$ cat config.mk
export PLATFORM = sky130hd
export DESIGN_NAME = fifo_reader
export DESIGN_NICKNAME = d
export VERILOG_FILES = /design/src/rtl/fifo_pkg.sv /design/src/rtl/byte_packer.sv /design/src/rtl/fifo_reader.sv
export SDC_FILE = /design/constraint.sdc
export NUM_CORES = 1
export LEC_CHECK = 0
export CAP_MARGIN = 20
export CORE_MARGIN = 2
export CORE_UTILIZATION = 52
export DETAILED_ROUTE_END_ITERATION = 7
export PLACE_DENSITY = 0.85
export SYNTH_ARGS = -nofsm -noshare
export SYNTH_HDL_FRONTEND = slang
export SYNTH_SLANG_ARGS = --single-unit
$ cat constraint.sdc
create_clock -name clk -period 2.4 [get_ports clk]
set_input_delay 0.24 -clock clk [delete_from_list [all_inputs] [get_ports clk]]
set_output_delay 0.24 -clock clk [all_outputs]
set_load 0.005 [all_outputs]
$ cat src/rtl/fifo_pkg.sv
// rtl/fifo_pkg.sv - shared types and constants for the 8-bit FIFO and its clients
//
// Contents:
//   FIFO_DATA_W          byte width of the FIFO data path, shared with the FIFO itself
//   fifo_reader_state_t  read-client FSM states
package fifo_pkg;

  localparam int FIFO_DATA_W = 8;

  typedef enum logic [2:0] {
    IDLE,
    REQ,
    WAIT,
    BACKOFF,
    OUT
  } fifo_reader_state_t;

endpackage

$ cat src/rtl/byte_packer.sv
// rtl/byte_packer.sv - byte lane register array and fill index for fifo_reader
//
// Ports:
//   clk, rst   clock and asynchronous active-high reset
//   load_i     write byte_i into lane idx and advance idx
//   clear_i    drop all lanes and return idx to 0 (word handed downstream)
//   byte_i     incoming byte
//   data_o     packed word, lane 0 in bits [7:0]
//   count_o    valid byte count (idx with FIFO_READER_FLUSH_EN, else BYTES)
//   last_o     the next load completes the word
//
// Build option: FIFO_READER_FLUSH_EN selects whether count_o tracks idx.
module byte_packer
  import fifo_pkg::*;
#(
  parameter int BYTES = 4,
  parameter int CW    = $clog2(BYTES + 1)
) (
  input  logic                         clk,
  input  logic                         rst,
  input  logic                         load_i,
  input  logic                         clear_i,
  input  logic [FIFO_DATA_W-1:0]       byte_i,
  output logic [BYTES*FIFO_DATA_W-1:0] data_o,
  output logic [CW-1:0]                count_o,
  output logic                         last_o
);

  logic [FIFO_DATA_W-1:0] lane_q [BYTES];
  logic [CW-1:0]          idx_q;

  // Lanes are zeroed on clear so a later partial word never shows stale bytes.
  always_ff @(posedge clk or posedge rst) begin
    if (rst) begin
      idx_q <= '0;
      for (int l = 0; l < BYTES; l++) lane_q[l] <= '0;
    end else if (clear_i) begin
      idx_q <= '0;
      for (int l = 0; l < BYTES; l++) lane_q[l] <= '0;
    end else if (load_i) begin
      idx_q <= idx_q + CW'(1);
      for (int l = 0; l < BYTES; l++) begin
        if (idx_q == CW'(l)) lane_q[l] <= byte_i;
      end
    end
  end

  always_comb begin
    data_o = '0;
    for (int l = 0; l < BYTES; l++) data_o[l*FIFO_DATA_W +: FIFO_DATA_W] = lane_q[l];
  end

  assign last_o = (idx_q == CW'(BYTES - 1));

`ifdef FIFO_READER_FLUSH_EN
  assign count_o = idx_q;
`else
  assign count_o = CW'(BYTES);
`endif

endmodule

$ cat src/rtl/fifo_reader.sv
// rtl/fifo_reader.sv - read-side FIFO client packing BYTES bytes per output word
//
// Ports:
//   clk, rst            clock and asynchronous active-high reset
//   enable              permits new read requests (sampled in IDLE, BACKOFF exit, OUT handshake)
//   fifo_read_valid     one-cycle read request to the FIFO
//   fifo_read_data      byte from the FIFO, valid with fifo_read_success
//   fifo_read_success   request served
//   fifo_read_empty     request refused, FIFO empty
//   out_data            packed word, first byte read in bits [7:0]
//   out_valid/out_ready downstream word handshake
//   out_count           number of valid bytes in out_data
//   busy                FSM is not in IDLE
//
// Build option: FIFO_READER_FLUSH_EN enables flushing a partial word after
// FLUSH_TIMEOUT consecutive empty responses.
module fifo_reader
  import fifo_pkg::*;
#(
  parameter int BYTES         = 4,
  parameter int RETRY_GAP     = 2,
  parameter int FLUSH_TIMEOUT = 16
) (
  input  logic                         clk,
  input  logic                         rst,
  input  logic                         enable,
  output logic                         fifo_read_valid,
  input  logic [FIFO_DATA_W-1:0]       fifo_read_data,
  input  logic                         fifo_read_success,
  input  logic                         fifo_read_empty,
  output logic [BYTES*FIFO_DATA_W-1:0] out_data,
  output logic                         out_valid,
  input  logic                         out_ready,
  output logic [$clog2(BYTES+1)-1:0]   out_count,
  output logic                         busy
);

  localparam int CW = $clog2(BYTES + 1);
  localparam int GW = (RETRY_GAP > 1) ? $clog2(RETRY_GAP) : 1;

  if (BYTES < 2 || BYTES > 8) begin : g_bad_bytes
    $error("fifo_reader: BYTES must be 2..8");
  end
  if (RETRY_GAP < 0) begin : g_bad_gap
    $error("fifo_reader: RETRY_GAP must be >= 0");
  end
  if (FLUSH_TIMEOUT < 1) begin : g_bad_timeout
    $error("fifo_reader: FLUSH_TIMEOUT must be >= 1");
  end

  fifo_reader_state_t state_q, state_d;
  logic [GW-1:0]      gap_q, gap_d;
  logic               load, clear, last;
  logic               flush_due;

  // Decision taken whenever the backoff period ends.
  function automatic fifo_reader_state_t after_backoff(input logic due, input logic en);
    if (due)     return OUT;
    else if (en) return REQ;
    else         return IDLE;
  endfunction

`ifdef FIFO_READER_FLUSH_EN
  localparam int FW = $clog2(FLUSH_TIMEOUT + 1);
  logic [FW-1:0] flush_q, flush_d;

  always_ff @(posedge clk or posedge rst) begin
    if (rst) flush_q <= '0;
    else     flush_q <= flush_d;
  end
`endif

  always_ff @(posedge clk or posedge rst) begin
    if (rst) begin
      state_q <= IDLE;
      gap_q   <= '0;
    end else begin
      state_q <= state_d;
      gap_q   <= gap_d;
    end
  end

  always_comb begin
    state_d   = state_q;
    gap_d     = gap_q;
    load      = 1'b0;
    clear     = 1'b0;
    flush_due = 1'b0;
`ifdef FIFO_READER_FLUSH_EN
    flush_d   = flush_q;
`endif
    case (state_q)
      IDLE: begin
        if (enable) state_d = REQ;
      end
      REQ: begin
        state_d = WAIT;
      end
      WAIT: begin
        // A response carrying both flags is data.
        if (fifo_read_success) begin
          load    = 1'b1;
`ifdef FIFO_READER_FLUSH_EN
          flush_d = '0;
`endif
          state_d = last ? OUT : REQ;
        end else if (fifo_read_empty) begin
          gap_d = '0;
`ifdef FIFO_READER_FLUSH_EN
          // Only empties seen while a partial word is pending count toward a flush.
          if (out_count != '0 && 32'(flush_q) < FLUSH_TIMEOUT) flush_d = flush_q + FW'(1);
          flush_due = (32'(flush_d) >= FLUSH_TIMEOUT);
`endif
          if (RETRY_GAP == 0) state_d = after_backoff(flush_due, enable);
          else                state_d = BACKOFF;
        end
      end
      BACKOFF: begin
`ifdef FIFO_READER_FLUSH_EN
        flush_due = (32'(flush_q) >= FLUSH_TIMEOUT);
`endif
        if (32'(gap_q) + 32'd1 >= RETRY_GAP) state_d = after_backoff(flush_due, enable);
        else                                 gap_d   = gap_q + GW'(1);
      end
      OUT: begin
        if (out_ready) begin
          clear   = 1'b1;
`ifdef FIFO_READER_FLUSH_EN
          flush_d = '0;
`endif
          state_d = enable ? REQ : IDLE;
        end
      end
      default: state_d = IDLE;
    endcase
  end

  assign fifo_read_valid = (state_q == REQ);
  assign out_valid       = (state_q == OUT);
  assign busy            = (state_q != IDLE);

  byte_packer #(
    .BYTES (BYTES),
    .CW    (CW)
  ) u_packer (
    .clk     (clk),
    .rst     (rst),
    .load_i  (load),
    .clear_i (clear),
    .byte_i  (fifo_read_data),
    .data_o  (out_data),
    .count_o (out_count),
    .last_o  (last)
  );

endmodule

==> impl_metrics.csv, run 1 <==
group,metric,value,unit
timing,grt_setup_unrepaired,"false",
final_layout,mostFrequentLayoutCell,"clkdlybuf4s50_1",
logic_synthesis,ys_ff_latch,39,
power_and_ir_drop,p_leak,1.108,nW
critical_path,startpoint_type,"register",
global_route,grt_pass1_wl,7527,microns
power_and_ir_drop,ir_drop,0.6068,mV
clock_tree,root_buffer,"clkbuf_8",
logic_synthesis,syn_area_per_cell,9.544,sq um
power_and_ir_drop,seqPwrFrac,0.380,
floorplanning,row_count,22,
power_and_ir_drop,pwr-share-comb,0.414,
power_and_ir_drop,power.share.switching,0.3220,
critical_path,r2r_end,"u_packer.data_o[24]",
route,drcViolationCount,0,
final_layout,drive_gt1_frac,0.08907,
floorplanning,die_x,65.64,microns
place,dp_hpwl,3270,microns
critical_path,reg2regPathDepth,3,
run,max_cap_violations,0,
floorplanning,initial_utilization,0.5396,
route,drt-vias-per-instance,5.661,
clock_tree,clkLatencyLatePin,0.30,ns
timing,fin_setup_tns,0,ns
final_layout,syn_to_final_growth,28.75,%
route,totalWireLength,4535,microns
global_route,gr-total-overflow,0,
logic_synthesis,synth_area_leader_cell,"dfrtp_1",
timing,clock.fmax,0.5175,GHz
logic_synthesis,synth.area.top_cells,"dfrtp_1 49%, nand3_1 8.4%, nand2_1 4.6%",
final_layout,antenna_cells,0,
power_and_ir_drop,p_int,2.132,mW
route,dr.first_iter.drc_count,124,
place,gp_congestion,0.7963,
place,portBuffers,48,
clock_tree,cts_made_buffers,5,
clock_tree,postCtsSetupBuffers,0,
route,first_pass_iters,5,
route,vias,1670,
floorplanning,die_y,65.64,microns
global_route,grt_pass1_vias,1554,
critical_path,r2r_start,"state_q[2]",
timing,fin_skew,0.005571,ns
global_route,grt_usage,0.2328,
floorplanning,boundaryPins,52,
final_layout,final_cell_mix,"48 x clkdlybuf4s50_1, 39 x dfrtp_1, 33 x nand3_1",
critical_path,reg2reg_setup_slack,0.70,ns
critical_path,crit_type,"reg -> out",
clock_tree,path_clk_slew,0.08,ns
critical_path,critPathLaunch,"state_q[2]",
clock_tree,h-tree-depth,2,
logic_synthesis,synth_area,1976,sq um
global_route,antenna_found_initial,0,
timing,worst_slew_pin_slew,0.5851,ns
clock_tree,clock-sinks,39,
outcome,status,"completed",
clock_tree,clockBufferDepth,2,
final_layout,final_nets,265,
logic_synthesis,synth-edff-count,0,
route,avgRoutedWirePerCell,15.37,microns
timing,post-route-period-util,0.8051,
logic_synthesis,synth-main-ff-cell,"dfrtp_1",
critical_path,crit_fanout,13,
power_and_ir_drop,pwr-share-clk,0.206,
clock_tree,cts_hold_buffers,0,
critical_path,worstPathRequired,2.16,ns
logic_synthesis,postSynthCellCount,207,
critical_path,worstPathArrival,1.69,ns
timing,setup_violations,0,
logic_synthesis,ys_seq_area_frac,0.4940,
critical_path,cp-end-kind,"primary output",
logic_synthesis,synthArstFlopShare,1.000,
critical_path,crit_path_end,"busy",
clock_tree,cts_resized,0,
logic_synthesis,yosysWarnings,0,
floorplanning,core,3661,sq um
timing,hold_viol_final,0,
power_and_ir_drop,netSwitchingPower,1.012,mW
timing,final_max_slew_viol_count,0,
timing,slew_headroom,0.6097,
logic_synthesis,synth_top_area_frac,0.4940,
final_layout,postLayoutCoreUtil,0.6948,
power_and_ir_drop,p_per_area,1236,nW/um^2
global_route,grt_start_max_net_pins,40,
logic_synthesis,yosysUniqueCellTypes,39,
route,ant_nets,0,
floorplanning,dieArea,4309,sq um
hold_path,hold_path_class,"in -> async",
clock_tree,cts_tree,"done",
timing,min_period,1.932,ns
-- registers in the layout, indices dropped and copies added (netlist names) --
| name | count |
|---|---|
| gap_q | 1 |
| u_packer.data_o | 32 |
| u_packer.idx_q | 3 |
| state_q | 3 |
-- logic make-up after synthesis --
logic type,after synthesis,synth area share
simple gates,81,0.2242
compound gates,52,0.1609
flops,39,0.4940
buf+inv,26,0.07600
fa+ha+maj,5,0.03167
other cells,2,0.003801
xor+xnor,1,0.004434
mux,1,0.005067
-- synth_stat cells (2+ instances only) --
cell type	count
dfrtp_1	39
nand3_1	33
nand2_1	24
o21ai_0	14
o21ai_1	11
a21oi_1	10
buf_2	9
o21ai_2	8
inv_1	7
buf_4	5
ha_1	5
nor2_1	5
and3b_1	3
buf_6	3
a21o_1	2
and2_1	2
clkbuf_1	2
conb_1	2
nand2b_1	2
nand3b_1	2
-- how the worst min path moves through the flow --
stage	start	end	slack, ns	cells past startpoint
3_5_place_dp	gap_q	state_q[1]	0.49	1
3_3_place_gp	gap_q	state_q[1]	0.48	1
2_1_floorplan	fifo_read_data[4]	u_packer.data_o[12]	0.38	2
5_1_grt	rst	u_packer.data_o[10]	0.40	3
6_report	rst	u_packer.data_o[10]	0.35	3
4_1_cts	rst	u_packer.data_o[10]	0.38	3
-- power by group through the flow --
stage	Sequential (mW)	Clock (mW)	Combinational, mW
3_5_place_dp	1.20	0	1.30
4_1_cts	1.19	0.653	1.32
5_1_grt	1.24	0.687	1.43
2_1_floorplan	1.15	0	0.678
6_report	1.19	0.648	1.30
3_3_place_gp	1.18	0	1.26
-- final cells by class --
type | count | area [sq um]
Timing Repair Buffer | 50 | 495.5
Tap cell | 48 | 60.06
Multi-Input combinational cell | 143 | 853.3
Clock inverter | 2 | 60.06
Fill cell | 290 | 1117
Clock buffer | 6 | 72.57
Sequential cell | 39 | 975.9
Inverter | 7 | 26.28
-- metrics by stage --
| step | instances | instance area (sq um) | hold WS [ns] | worst slack [ns] | total power [mW] |
|---|---|---|---|---|---|
| floorplan | 208 | 1979 | 0.3755 | 0.9237 | 1.832 |
| global placement | 287 | 2411 | 0.4804 | 0.5526 | 2.440 |
| detailed placement | 287 | 2411 | 0.4886 | 0.4643 | 2.503 |
| CTS | 295 | 2544 | 0.3776 | 0.4566 | 3.160 |
| global route | 295 | 2544 | 0.4023 | 0.3688 | 3.361 |
| finish | 295 | 2544 | 0.3528 | 0.4677 | 3.144 |
-- layer usage --
metal	vias to the layer above	routed length, microns	global-route usage
met5	-	0	0
met4	0	59	0.07552
li1	787	-	-
met3	5	355	0.05479
met2	78	2200	0.3750
met1	800	1919	0.3098
-- worst max-delay path, stage by stage (launching register included) --
cell             delay (ns)
dfrtp_1                0.53
or3_1                  0.42
clkdlybuf4s50_1        0.45
No activity file was read; power rests on OpenSTA's default activity.
==> run 2: changes to the inputs <==
CORE_UTILIZATION = 43   (was 52)
PLACE_DENSITY = 0.75   (was 0.85)
clock period = 1.7 ns   (was 2.4 ns; I/O delays follow)
==> impl_metrics.csv, run 2 (synthesis results as in run 1) <==
group,metric,value,unit
outcome,status,"completed",
floorplanning,initial_utilization,0.4506,
final_layout,largest_register_ffs,32,
timing,whs,0.2945,ns
route,totalWireLength,4752,microns
clock_tree,h-tree-depth,2,
global_route,met3_usage,0.03235,
critical_path,reg2regPathDepth,5,
final_layout,antenna_cells,0,
power_and_ir_drop,p_leak,1.180,nW
global_route,grt_pass1_wl,8162,microns
place,gp_congestion,0.7926,
final_layout,seq_area,979.7,sq um
route,vias,1682,
global_route,gr-total-overflow,0,
timing,min_period,1.627,ns
floorplanning,core,4384,sq um
floorplanning,row_count,24,
critical_path,worstPathCellList,"nor3b_1 > clkdlybuf4s50_1",
floorplanning,die_x,71.78,microns
route,ant_nets,0,
route,drcViolationCount,0,
final_layout,final_nets,277,
route,first_pass_iters,4,
floorplanning,dieArea,5152,sq um
global_route,grt_pass1_vias,1628,
power_and_ir_drop,p_per_area,1690,nW/um^2
timing,fin_skew,0.008009,ns
run,max_cap_violations,0,
critical_path,path_buf_inv,1,
critical_path,crit_fanout,5,
critical_path,cp_slowest_stage_delay,0.53,ns
final_layout,multi_input_area,858.3,sq um
global_route,grt_util_met1,0.2997,
timing,fin_setup_tns,0,ns
clock_tree,cts_hold_buffers,0,
critical_path,cp-end-kind,"primary output",
clock_tree,cts_made_buffers,5,
power_and_ir_drop,ir_drop,0.7442,mV
global_route,antenna_found_initial,0,
clock_tree,path_clk_slew,0.08,ns
critical_path,worstPathRequired,1.53,ns
critical_path,slowest_stage,"clkdlybuf4s50_1",
clock_tree,clkLatencyLatePin,0.30,ns
final_layout,final_cell_mix,"46 x clkdlybuf4s50_1, 36 x dfrtp_1, 33 x nand3_1",
global_route,grt_start_max_net_pins,40,
route,dr.first_iter.drc_count,159,
timing,final_max_slew_viol_count,0,
clock_tree,clockBufferDepth,2,
route,avgRoutedWirePerCell,15.28,microns
final_layout,mostFrequentLayoutCell,"clkdlybuf4s50_1",
final_layout,drive_gt1_frac,0.1544,
critical_path,worstPathArrival,1.46,ns
timing,hold_viol_final,0,
clock_tree,cts_tree,"done",
final_layout,fillers,390,
clock_tree,clock-sinks,39,
timing,setup_violations,0,
route,drt-vias-per-instance,5.408,
critical_path,crit_type,"reg -> out",
clock_tree,root_buffer,"clkbuf_8",
critical_path,startpoint_type,"register",
global_route,busiest_layer,"met1",
place,dp_hpwl,3348,microns
floorplanning,die_y,71.78,microns
critical_path,crit_cells,2,
global_route,grt_usage,0.2051,
place,portBuffers,48,
timing,clock.fmax,0.6146,GHz
global_route,gr-usage-met2,0.2994,
timing,post-route-period-util,0.9571,
floorplanning,boundaryPins,52,
hold_path,hold_path_class,"in -> async",
timing,grt_setup_unrepaired,"false",
critical_path,critPathTopFamily,"buffers and inverters",
final_layout,syn_to_final_growth,33.31,%
run 2: area by class of cell:
type	instances	share of cell area
Sequential cell	39	0.3720
Multi-Input combinational cell	143	0.3259
Timing Repair Buffer	62	0.2228
Clock buffer	6	0.03135
Tap cell	52	0.02470
Clock inverter	2	0.01330
Inverter	7	0.009976
run 2: worst paths after layout:
path                            start                   to  slack, ns
max                        state_q[1]      fifo_read_valid       0.07
min                               rst  u_packer.data_o[25]       0.29
max reg2reg                state_q[2]   u_packer.data_o[8]       0.19
min reg2reg                     gap_q           state_q[1]       0.51
max in group asynchronous         rst           state_q[1]       1.04
min in group clk                gap_q           state_q[1]       0.51
run 2: metal layers:
metal  share of wire  wire, microns  vias to the layer above
met5               0              0                        -
li1                -              -                      809
met4           0.020             97                        0
met2            0.49           2305                       55
met3           0.056            268                       10
met1            0.44           2079                      808
run 2: stage by stage:
stage          power, mW  cells  worst slack (ns)  instance area, sq um  utilization
3_3_place_gp       3.556    299            0.1136                  2476       0.5648
3_5_place_dp       3.617    299           0.09382                  2476       0.5648
5_1_grt            4.787    311         0.0002921                  2634       0.6007
2_1_floorplan      2.586    208            0.2237                  1979            -
4_1_cts            4.478    311           0.01433                  2626       0.5990
6_report           4.452    311           0.07293                  2634       0.6007
run 2: timing repair:
| item | in CTS | in global routing |
|---|---|---|
| gates resized for setup | 4 | 3 |
| buffers inserted | 4 | 0 |
| endpoints found under the hold margin | 0 | 0 |
| setup endpoints to repair | 3 | 3 |
| pin swaps | 0 | 0 |
run 2: worst reg2reg max path: stages (launching register included):
cell and delay, ns:
dfrtp_2 0.43, buf_4 0.17, nor3b_4 0.34, buf_4 0.26, nand3_1 0.09, a21oi_1 0.15
run 2: power breakdown:
group          leakage, nW  internal, mW  total, mW  switching [mW]
registers            0.499          1.36       1.65           0.296
clock network       0.0612         0.475      0.808           0.333
logic                0.620          1.17       1.99           0.826
==> run 3: changes to the inputs <==
==> constraint.sdc (replaced) <==
create_clock -name clk -period 1.7 [get_ports clk]
set_input_delay 0.51 -clock clk [delete_from_list [all_inputs] [get_ports clk]]
set_output_delay 0.51 -clock clk [all_outputs]
set_load 0.005 [all_outputs]
==> impl_metrics.csv, run 3 (synthesis results as in run 1) <==
group,metric,value,unit
final_layout,final_cell_mix,"39 x dfrtp_1, 33 x nand3_1, 28 x clkdlybuf4s50_1",
hold_path,hold_path_class,"reg -> reg",
timing,clock.fmax,0.5910,GHz
place,dp_hpwl,3406,microns
power_and_ir_drop,seqPwrFrac,0.363,
route,totalWireLength,4930,microns
final_layout,postLayoutCoreUtil,0.6373,
global_route,gr-total-overflow,0,
critical_path,path_buf_inv,1,
final_layout,antenna_cells,0,
global_route,antenna_found_initial,0,
critical_path,crit_type,"reg -> out",
critical_path,startpoint_type,"register",
floorplanning,row_count,24,
final_layout,mostFrequentLayoutCell,"dfrtp_1",
clock_tree,clkLatencyLatePin,0.29,ns
floorplanning,die_y,71.78,microns
timing,fin_skew,0.005932,ns
floorplanning,core,4384,sq um
clock_tree,cts_hold_buffers,0,
critical_path,cp-end-kind,"primary output",
power_and_ir_drop,pwr-share-clk,0.173,
final_layout,syn_to_final_growth,41.42,%
global_route,grt_start_max_net_pins,40,
power_and_ir_drop,power.share.switching,0.3317,
floorplanning,initial_utilization,0.4506,
outcome,status,"completed",
power_and_ir_drop,netSwitchingPower,1.483,mW
power_and_ir_drop,p_int,2.989,mW
clock_tree,path_clk_slew,0.07,ns
timing,grt_setup_unrepaired,"true",
final_layout,final_nets,292,
route,drcViolationCount,0,
place,dpl.cell_count,309,
route,ant_nets,0,
timing,setup_violations,0,
place,portBuffers,48,
timing,whs,0.4954,ns
floorplanning,boundaryPins,52,
route,dr.first_iter.drc_count,157,
power_and_ir_drop,pwr-share-comb,0.464,
power_and_ir_drop,ir_drop,0.8719,mV
power_and_ir_drop,p_per_area,1601,nW/um^2
critical_path,crit_fanout,4,
route,first_pass_iters,5,
clock_tree,root_buffer,"clkbuf_8",
critical_path,worstPathArrival,1.18,ns
power_and_ir_drop,p_leak,1.489,nW
critical_path,slowest_stage,"dfrtp_1",
place,gp_congestion,0.7807,
global_route,grt_pass1_wl,7928,microns
run,max_cap_violations,0,
final_layout,largest_register_ffs,32,
route,vias,1718,
timing,final_max_slew_viol_count,0,
critical_path,critPathTopFamily,"flip-flops",
clock_tree,clock-sinks,39,
floorplanning,dieArea,5152,sq um
timing,hold_viol_final,0,
timing,fin_setup_tns,0,ns
clock_tree,cts_tree,"done",
clock_tree,clockBufferDepth,2,
timing,post-route-period-util,0.9954,
route,avgRoutedWirePerCell,15.12,microns
final_layout,layout.cells.non_filler,326,
critical_path,worstPathRequired,1.19,ns
global_route,grt_pass1_vias,1555,
route,drt-vias-per-instance,5.270,
global_route,grt_usage,0.2035,
critical_path,cp_slowest_stage_delay,0.41,ns
clock_tree,cts_made_buffers,5,
timing,min_period,1.692,ns
critical_path,worstPathCellList,"or3_1 > clkbuf_2",
clock_tree,h-tree-depth,2,
final_layout,drive_gt1_frac,0.1934,
floorplanning,die_x,71.78,microns
==> run 3: final cells by class <==
type	instances	area, sq um
inverters	7	26.28
clock buffers	5	68.82
clock inverters	3	43.79
well taps	52	65.06
flip-flops and latches	39	975.9
repair buffers	77	755.7
fillers	373	1590
multi-input cells	143	858.3
==> run 3: power by group through the flow <==
stage                     Sequential [mW]  Combinational (mW)  Clock [mW]
after floorplan                      1.63               0.957           0
after global placement               1.64                1.96           0
after detailed placement             1.65                2.00           0
after CTS                            1.63                2.02       0.797
after global routing                 1.68                2.29       0.835
final                                1.62                2.08       0.773
==> run 3: metal layers <==
| metal | up-vias | global-route usage | share of wire |
|---|---|---|---|
| met4 | 0 | 0.06918 | 0.014 |
| met3 | 5 | 0.04219 | 0.058 |
| met5 | - | 0 | 0 |
| met2 | 64 | 0.3138 | 0.49 |
| met1 | 810 | 0.2869 | 0.44 |
| li1 | 839 | - | - |
==> run 3: stage by stage <==
stage               instance area (sq um)  setup WS, ns  power (mW)
floorplan                            1979        0.2237       2.586
global placement                     2576      -0.09960       3.594
detailed placement                   2576       -0.1372       3.651
CTS                                  2699      -0.08397       4.452
global route                         2794      -0.06247       4.800
finish                               2794      0.007871       4.472
==> run 3: final timing paths <==
path	startpoint	to	slack, ns	depth (start not counted)
hold / removal	gap_q	state_q[1]	0.50	1
setup / recovery	state_q[1]	busy	0.008	2
min in group asynchronous	rst	u_packer.data_o[15]	0.56	3
max in group asynchronous	rst	u_packer.idx_q[2]	0.95	3
setup reg to reg	state_q[1]	u_packer.data_o[10]	0.11	5
hold reg to reg	gap_q	state_q[1]	0.50	1
==> run 3: what timing repair did <==
item | CTS | global route
pin swaps | 1 | 1
setup buffers | 2 | 7
endpoints found under the setup margin | 6 | 38
endpoints found under the hold margin | 0 | 0
gates resized for setup | 6 | 20
cloned | 0 | 0
